`src/rtl/systolic_feeder_pkg.sv`:
```
// Shared types and constants for the systolic array operand feeder.
package systolic_feeder_pkg;

  localparam int unsigned DEF_N = 4;
  localparam int unsigned DEF_W = 8;

  localparam logic WR_SEL_A = 1'b0;
  localparam logic WR_SEL_B = 1'b1;

  typedef enum logic [1:0] {
    IDLE  = 2'd0,
    FEED  = 2'd1,
    FLUSH = 2'd2,
    DONE  = 2'd3
  } state_t;

  // Index width that stays at least one bit for degenerate sizes.
  function automatic int unsigned idx_w(input int unsigned n);
    return (n > 1) ? $clog2(n) : 1;
  endfunction

endpackage

```
`src/rtl/systolic_feeder_if.sv`:
```
// Operand write port, start request and array-edge operand streams.
interface systolic_feeder_if
  import systolic_feeder_pkg::*;
#(
  parameter int unsigned N = DEF_N,
  parameter int unsigned W = DEF_W
);

  localparam int unsigned IW = idx_w(N);

  logic            wr_en;
  logic            wr_sel;
  logic [IW-1:0]   wr_row;
  logic [IW-1:0]   wr_col;
  logic [W-1:0]    wr_data;
  logic            start;
  logic [N*W-1:0]  a_out;
  logic [N*W-1:0]  b_out;
  logic [N-1:0]    a_vld;
  logic [N-1:0]    b_vld;
  logic            busy;
  logic            done;

  modport master (
    output wr_en, wr_sel, wr_row, wr_col, wr_data, start,
    input  a_out, b_out, a_vld, b_vld, busy, done
  );

  modport slave (
    input  wr_en, wr_sel, wr_row, wr_col, wr_data, start,
    output a_out, b_out, a_vld, b_vld, busy, done
  );

endinterface

```
`src/rtl/systolic_feeder_lane.sv`:
```
// Per-lane skew select: picks element (beat - lane) of the lane's operand vector.
module feeder_lane #(
  parameter int unsigned N     = 4,
  parameter int unsigned W     = 8,
  parameter int unsigned CNT_W = 3,
  parameter int unsigned LANE  = 0
) (
  input  logic [CNT_W-1:0] i_beat,
  input  logic             i_active,
  input  logic [N*W-1:0]   i_elems,
  output logic [W-1:0]     o_val_c,
  output logic             o_vld_c
);

  logic [CNT_W-1:0] w_diff;
  logic             w_in_range;

  assign w_diff     = i_beat - CNT_W'(LANE);
  assign w_in_range = (i_beat >= CNT_W'(LANE)) && (w_diff < CNT_W'(N));
  assign o_vld_c    = i_active && w_in_range;

  always_comb begin
    o_val_c = '0;
    for (int k = 0; k < int'(N); k++) begin
      if (o_vld_c && (w_diff == CNT_W'(k))) o_val_c = i_elems[k*W +: W];
    end
  end

endmodule

```
`src/rtl/systolic_feeder.sv`:
```
// Stores operand matrices A and B and streams them skewed into an N x N systolic array.
module systolic_feeder
  import systolic_feeder_pkg::*;
#(
  parameter int unsigned N = DEF_N,
  parameter int unsigned W = DEF_W
) (
  input  logic               clk,
  input  logic               rst,
  systolic_feeder_if.slave   bus
);

  localparam int unsigned IW    = idx_w(N);
  localparam int unsigned CNT_W = idx_w(2*N - 1);
  localparam logic [CNT_W-1:0] FEED_LAST  = CNT_W'(2*N - 2);
  localparam logic [CNT_W-1:0] FLUSH_LAST = CNT_W'(N - 1);

  state_t            r_state, w_state_nxt;
  logic [CNT_W-1:0]  r_cnt, w_cnt_nxt;
  logic [W-1:0]      r_a [N][N];
  logic [W-1:0]      r_b [N][N];
  logic [W-1:0]      w_a_eff [N][N];
  logic [W-1:0]      w_b_eff [N][N];
  logic              w_wr_ok;
  logic              w_feed_nxt;
  logic [N*W-1:0]    w_a_val, w_b_val;
  logic [N-1:0]      w_a_vld, w_b_vld;
  logic [N*W-1:0]    r_a_out, r_b_out;
  logic [N-1:0]      r_a_vld, r_b_vld;
  logic              r_busy, r_done;

  assign w_wr_ok = bus.wr_en && !r_busy;

  // Matrices as they will be after this edge, so a write sampled with start reaches beat 0.
  always_comb begin
    for (int i = 0; i < int'(N); i++) begin
      for (int j = 0; j < int'(N); j++) begin
        w_a_eff[i][j] = r_a[i][j];
        w_b_eff[i][j] = r_b[i][j];
        if (w_wr_ok && bus.wr_row == IW'(i) && bus.wr_col == IW'(j)) begin
          if (bus.wr_sel == WR_SEL_A) w_a_eff[i][j] = bus.wr_data;
          else                        w_b_eff[i][j] = bus.wr_data;
        end
      end
    end
  end

  always_ff @(posedge clk) begin
    if (rst) begin
      for (int i = 0; i < int'(N); i++) begin
        for (int j = 0; j < int'(N); j++) begin
          r_a[i][j] <= '0;
          r_b[i][j] <= '0;
        end
      end
    end else begin
      r_a <= w_a_eff;
      r_b <= w_b_eff;
    end
  end

  always_ff @(posedge clk) begin
    if (rst) begin
      r_state <= IDLE;
      r_cnt   <= '0;
    end else begin
      r_state <= w_state_nxt;
      r_cnt   <= w_cnt_nxt;
    end
  end

  always_comb begin
    w_state_nxt = r_state;
    w_cnt_nxt   = r_cnt;
    case (r_state)
      IDLE: begin
        if (bus.start) begin
          w_state_nxt = FEED;
          w_cnt_nxt   = '0;
        end
      end
      FEED: begin
        if (r_cnt == FEED_LAST) begin
          w_state_nxt = FLUSH;
          w_cnt_nxt   = '0;
        end else begin
          w_cnt_nxt = r_cnt + CNT_W'(1);
        end
      end
      FLUSH: begin
        if (r_cnt == FLUSH_LAST) begin
          w_state_nxt = DONE;
          w_cnt_nxt   = '0;
        end else begin
          w_cnt_nxt = r_cnt + CNT_W'(1);
        end
      end
      DONE: begin
        w_state_nxt = IDLE;
        w_cnt_nxt   = '0;
      end
      default: begin
        w_state_nxt = IDLE;
        w_cnt_nxt   = '0;
      end
    endcase
  end

  assign w_feed_nxt = (w_state_nxt == FEED);

  // Lanes look at the upcoming beat so the registered outputs line up with the state.
  for (genvar g = 0; g < int'(N); g++) begin : g_lane
    logic [N*W-1:0] w_a_row;
    logic [N*W-1:0] w_b_col;

    always_comb begin
      for (int k = 0; k < int'(N); k++) begin
        w_a_row[k*W +: W] = w_a_eff[g][k];
        w_b_col[k*W +: W] = w_b_eff[k][g];
      end
    end

    feeder_lane #(.N(N), .W(W), .CNT_W(CNT_W), .LANE(g)) u_a_lane (
      .i_beat   (w_cnt_nxt),
      .i_active (w_feed_nxt),
      .i_elems  (w_a_row),
      .o_val_c  (w_a_val[g*W +: W]),
      .o_vld_c  (w_a_vld[g])
    );

    feeder_lane #(.N(N), .W(W), .CNT_W(CNT_W), .LANE(g)) u_b_lane (
      .i_beat   (w_cnt_nxt),
      .i_active (w_feed_nxt),
      .i_elems  (w_b_col),
      .o_val_c  (w_b_val[g*W +: W]),
      .o_vld_c  (w_b_vld[g])
    );
  end

  always_ff @(posedge clk) begin
    if (rst) begin
      r_a_out <= '0;
      r_b_out <= '0;
      r_a_vld <= '0;
      r_b_vld <= '0;
      r_busy  <= 1'b0;
      r_done  <= 1'b0;
    end else begin
      r_a_out <= w_a_val;
      r_b_out <= w_b_val;
      r_a_vld <= w_a_vld;
      r_b_vld <= w_b_vld;
      r_busy  <= (w_state_nxt == FEED) || (w_state_nxt == FLUSH);
      r_done  <= (w_state_nxt == DONE);
    end
  end

  assign bus.a_out = r_a_out;
  assign bus.b_out = r_b_out;
  assign bus.a_vld = r_a_vld;
  assign bus.b_vld = r_b_vld;
  assign bus.busy  = r_busy;
  assign bus.done  = r_done;

endmodule

```
`src/flat_wrapper.sv`:
```
// flat-port wrapper written by rule: the top's interface ports become plain ports
module systolic_feeder_flat import systolic_feeder_pkg::*;
#(
  parameter int unsigned N = DEF_N,
  parameter int unsigned W = DEF_W
)
  (clk, rst, bus_wr_en, bus_wr_sel, bus_wr_row, bus_wr_col, bus_wr_data, bus_start, bus_a_out, bus_b_out, bus_a_vld, bus_b_vld, bus_busy, bus_done);
  systolic_feeder_if #(.N(N), .W(W)) bus_i ();
  input  logic clk;
  input  logic rst;
  input wire logic [$bits(bus_i.wr_en)-1:0] bus_wr_en;
  input wire logic [$bits(bus_i.wr_sel)-1:0] bus_wr_sel;
  input wire logic [$bits(bus_i.wr_row)-1:0] bus_wr_row;
  input wire logic [$bits(bus_i.wr_col)-1:0] bus_wr_col;
  input wire logic [$bits(bus_i.wr_data)-1:0] bus_wr_data;
  input wire logic [$bits(bus_i.start)-1:0] bus_start;
  output wire logic [$bits(bus_i.a_out)-1:0] bus_a_out;
  output wire logic [$bits(bus_i.b_out)-1:0] bus_b_out;
  output wire logic [$bits(bus_i.a_vld)-1:0] bus_a_vld;
  output wire logic [$bits(bus_i.b_vld)-1:0] bus_b_vld;
  output wire logic [$bits(bus_i.busy)-1:0] bus_busy;
  output wire logic [$bits(bus_i.done)-1:0] bus_done;
  assign bus_i.wr_en = bus_wr_en;
  assign bus_i.wr_sel = bus_wr_sel;
  assign bus_i.wr_row = bus_wr_row;
  assign bus_i.wr_col = bus_wr_col;
  assign bus_i.wr_data = bus_wr_data;
  assign bus_i.start = bus_start;
  assign bus_a_out = bus_i.a_out;
  assign bus_b_out = bus_i.b_out;
  assign bus_a_vld = bus_i.a_vld;
  assign bus_b_vld = bus_i.b_vld;
  assign bus_busy = bus_i.busy;
  assign bus_done = bus_i.done;
  systolic_feeder #(.N(N), .W(W)) u_core (.clk(clk), .rst(rst), .bus(bus_i));
endmodule
```
`config.mk`:
```
export PLATFORM = sky130hd
export DESIGN_NAME = systolic_feeder_flat
export DESIGN_NICKNAME = d
export VERILOG_FILES = /design/src/rtl/systolic_feeder_pkg.sv /design/src/rtl/systolic_feeder_if.sv /design/src/rtl/systolic_feeder_lane.sv /design/src/rtl/systolic_feeder.sv /design/src/flat_wrapper.sv
export SDC_FILE = /design/constraint.sdc
export NUM_CORES = 1
export LEC_CHECK = 0
export CAP_MARGIN = 20
export CORE_UTILIZATION = 55
export DETAILED_ROUTE_END_ITERATION = 8
export GPL_ROUTABILITY_DRIVEN = 0
export PLACE_DENSITY = 0.75
export SETUP_SLACK_MARGIN = 0.3
export SYNTH_ARGS = -nofsm -noshare
export SYNTH_HDL_FRONTEND = slang
export SYNTH_SLANG_ARGS = --single-unit
```
`constraint.sdc`:
```
create_clock -name clk -period 4.75 [get_ports clk]
set_input_delay 0.475 -clock clk [delete_from_list [all_inputs] [get_ports clk]]
set_output_delay 0.475 -clock clk [all_outputs]
set_load 0.02 [all_outputs]
```
==> results.md <==
- Tcrit/Tclk final: 0.822
- Drt wl/cell: 19.1 um
- Number of routed nets with antenna violations: 0
- Final Max Tran Viols: 0
- Share of layout cells above drive strength 1: 0.0770
- DRC viols: 0
- Peak supply drop: 0.293 mV
- Fillers: 2,097
- Most frequent cells in the layout: dfxtp_1 (331), nor2_1 (283), a21oi_1 (200), nand2_1 (193), mux2i_1 (91)
- Post-Synthesis Cells: 1,633
- Post-synthesis compound-gate area fraction: 0.176
- Mux contribution to synthesized area: 0.0723
- CTS buffer count: 36
- Clock Sinks: 331
- Rows: 57
- P_leak: 5.82 nW
- Critical Path AT: 4.31 ns
- Largest net degree at the start of global routing: 83
- Asr flop ratio synth: 0
- Post-synthesis xor/xnor area fraction: 0.000640
- I/O pin total: 91
- Register area share after synthesis: 0.484
- Post-synth EDFFs: 0
- #FFs+latches synth: 331
- Post-Synth Adder-Cell Area: 0.00823
- Ys flop type: dfxtp_1
- DR vias: 11,900
- WS Path Type: register to register
- Status: completed
- Clock skew: 0.0159 ns
- Total GRT Usage: 0.295
- Initial Utilization: 0.561
- Cell Area, Synth: 13,700 um2
- DRT Pass-1 Iters: 7
- Final Core Density: 0.652
- Synth Area in Simple Gates: 0.212
- Crit-path max FO: 16
- Vias in the first global route: 11,100
- Top cell type's share of synthesized area: 0.484
- Setup crit end kind: register
- Vias per std cell: 5.92
- DP HPWL: 24,300 um
- Power per cell area: 376 nW/um2
- CTS tree: yes
- Mean post-synth cell area: 8.38 um2
- Worst reg2reg setup slack: 0.84 ns
- Min-delay worst type: input pin to register
- Worst-case clock buffer depth: 3
- Final layout net count: 1,689
- Top cells by area, synth: dfxtp_1 (48%), nor2_1 (7.8%), a21oi_1 (7.3%)
- RSZ-0062 raised after global routing: false
- Die Span X: 160 um
- Least-Margin Pin Slew: 1.01 ns
- Skew-Pair Late Insertion Delay: 0.51 ns
- Clock slew at reported path FFs: 0.06 ns
- Total grt overflow: 0
- F_max: 256 MHz
- Worst hold slack: 0.446 ns
- N_diodes: 0
- Fin Setup TNS: 0 ns
- Syn nets: 1,659
- Initial DRC count: 1,095
- Slew HR: 0.321
- First-pass GRT wire length: 60,000 um
- Setup violators final: 0
- Final min period: 3.91 ns
- Max Cap Viol: 0
- Root Buffer: clkbuf_16
- H-tree Lvls: 2
- DIE HEIGHT: 160 um
- Synthesis Warnings: 0
- Die area: 25,500 um2
- Port Buf Inserts: 90
- Post-Route WL: 38,400 um
- Netlist cell types: 72
- Commonest non-fill, non-tap cell in the layout: dfxtp_1
- Final Hold Violating Endpoints: 0
- Synth-to-Final Area Change: 16.2%
- Critical Path Start Type: register
- Cell taking the most area after synthesis: dfxtp_1
- Hold buffers post-CTS: 0
- Largest family of logic cells by synthesized area: simple AND/OR/NAND/NOR gates
- Post-cts gate resize count: 0
- Core outline area: 24,400 um2
- CP Data Required Time: 5.15 ns
- Post-CTS Setup Bufs: 0
- Antenna violations before repair: 0
==> final timing paths <==
check / start / end / cells after the start
worst min-delay path: rst / u_core.r_a[44] / 2
worst max-delay path: u_core.r_cnt[0] / u_core.bus.a_out[28] / 13
worst max register to register: u_core.r_cnt[0] / u_core.bus.a_out[28] / 13
worst min register to register: u_core.r_b[13] / u_core.r_b[13] / 2
==> worst max-delay path: stages (launching register included) <==
cell	delay, ns
dfxtp_1	0.40
inv_1	0.07
ha_1	0.20
and2_0	0.23
or3_1	0.43
nand2_1	0.24
inv_1	0.25
ha_1	0.36
nor2b_1	0.11
buf_4	0.18
nand2_1	0.33
or2_2	0.41
mux2_2	0.27
a222oi_1	0.29
==> power breakdown <==
part	internal (W)	switching, W
sequential	0.00280	0.0000104
clock	0.00168	0.00111
combinational	0.000106	0.000284
total	0.00459	0.00140
==> routing by layer <==
| layer | global-route usage | share of wire | up-vias |
|---|---|---|---|
| li1 | - | - | 5697 |
| met4 | 0.123 | 0.035 | 0 |
| met3 | 0.0439 | 0.079 | 86 |
| met5 | 0 | 0 | - |
| met2 | 0.468 | 0.45 | 486 |
| met1 | 0.402 | 0.43 | 5644 |
==> synthesized netlist by cell type, drive strengths merged (9+ instances only) <==
library cell / count
o21ai: 36
a22o: 11
a211oi: 10
nor2b: 19
nor2: 286
nand2: 194
or2: 15
dfxtp: 331
nand2b: 11
nor3: 29
a22oi: 12
inv: 23
a221oi: 15
o22ai: 25
buf: 30
and2: 15
o22a: 18
clkbuf: 99
nand3: 37
a21oi: 200
or3: 24
ha: 9
mux2i: 91
==> cell families after synthesis <==
family / after synthesis
mux: 98
flops: 331
compound gates: 385
buf+inv: 153
fa+ha+maj: 9
xor+xnor: 1
simple gates: 656
==> stage by stage <==
step / setup WS, ns / instance area (um2) / total power [W] / cells
floorplan: 1.04 / 13700 / 0.00311 / 1633
global placement: 0.913 / 14700 / 0.00325 / 1949
detailed placement: 0.828 / 14700 / 0.00325 / 1949
CTS: 0.898 / 15900 / 0.00600 / 2013
global route: 0.607 / 15900 / 0.00615 / 2013
finish: 0.845 / 15900 / 0.00599 / 2013
==> flip-flops by register name, summed over array words and instances, names as in the netlist <==
signal / count
u_core.bus.done: 1
u_core.bus.a_out: 32
u_core.bus.busy: 1
u_core.r_b: 128
u_core.bus.a_vld: 4
u_core.r_cnt: 3
u_core.bus.b_out: 32
u_core.r_a: 128
u_core.r_state: 2
==> cell type report <==
cell class | instances | area (um2) | share of cell area
Multi-Input combinational cell | 1149 | 6450 | 0.406
Clock buffer | 54 | 1120 | 0.0704
Tap cell | 324 | 405 | 0.0255
Clock inverter | 10 | 78.8 | 0.00495
Sequential cell | 331 | 6630 | 0.416
Inverter | 24 | 90.1 | 0.00566
Timing Repair Buffer | 121 | 1140 | 0.0715
No activity file was read; power rests on OpenSTA's default activity.
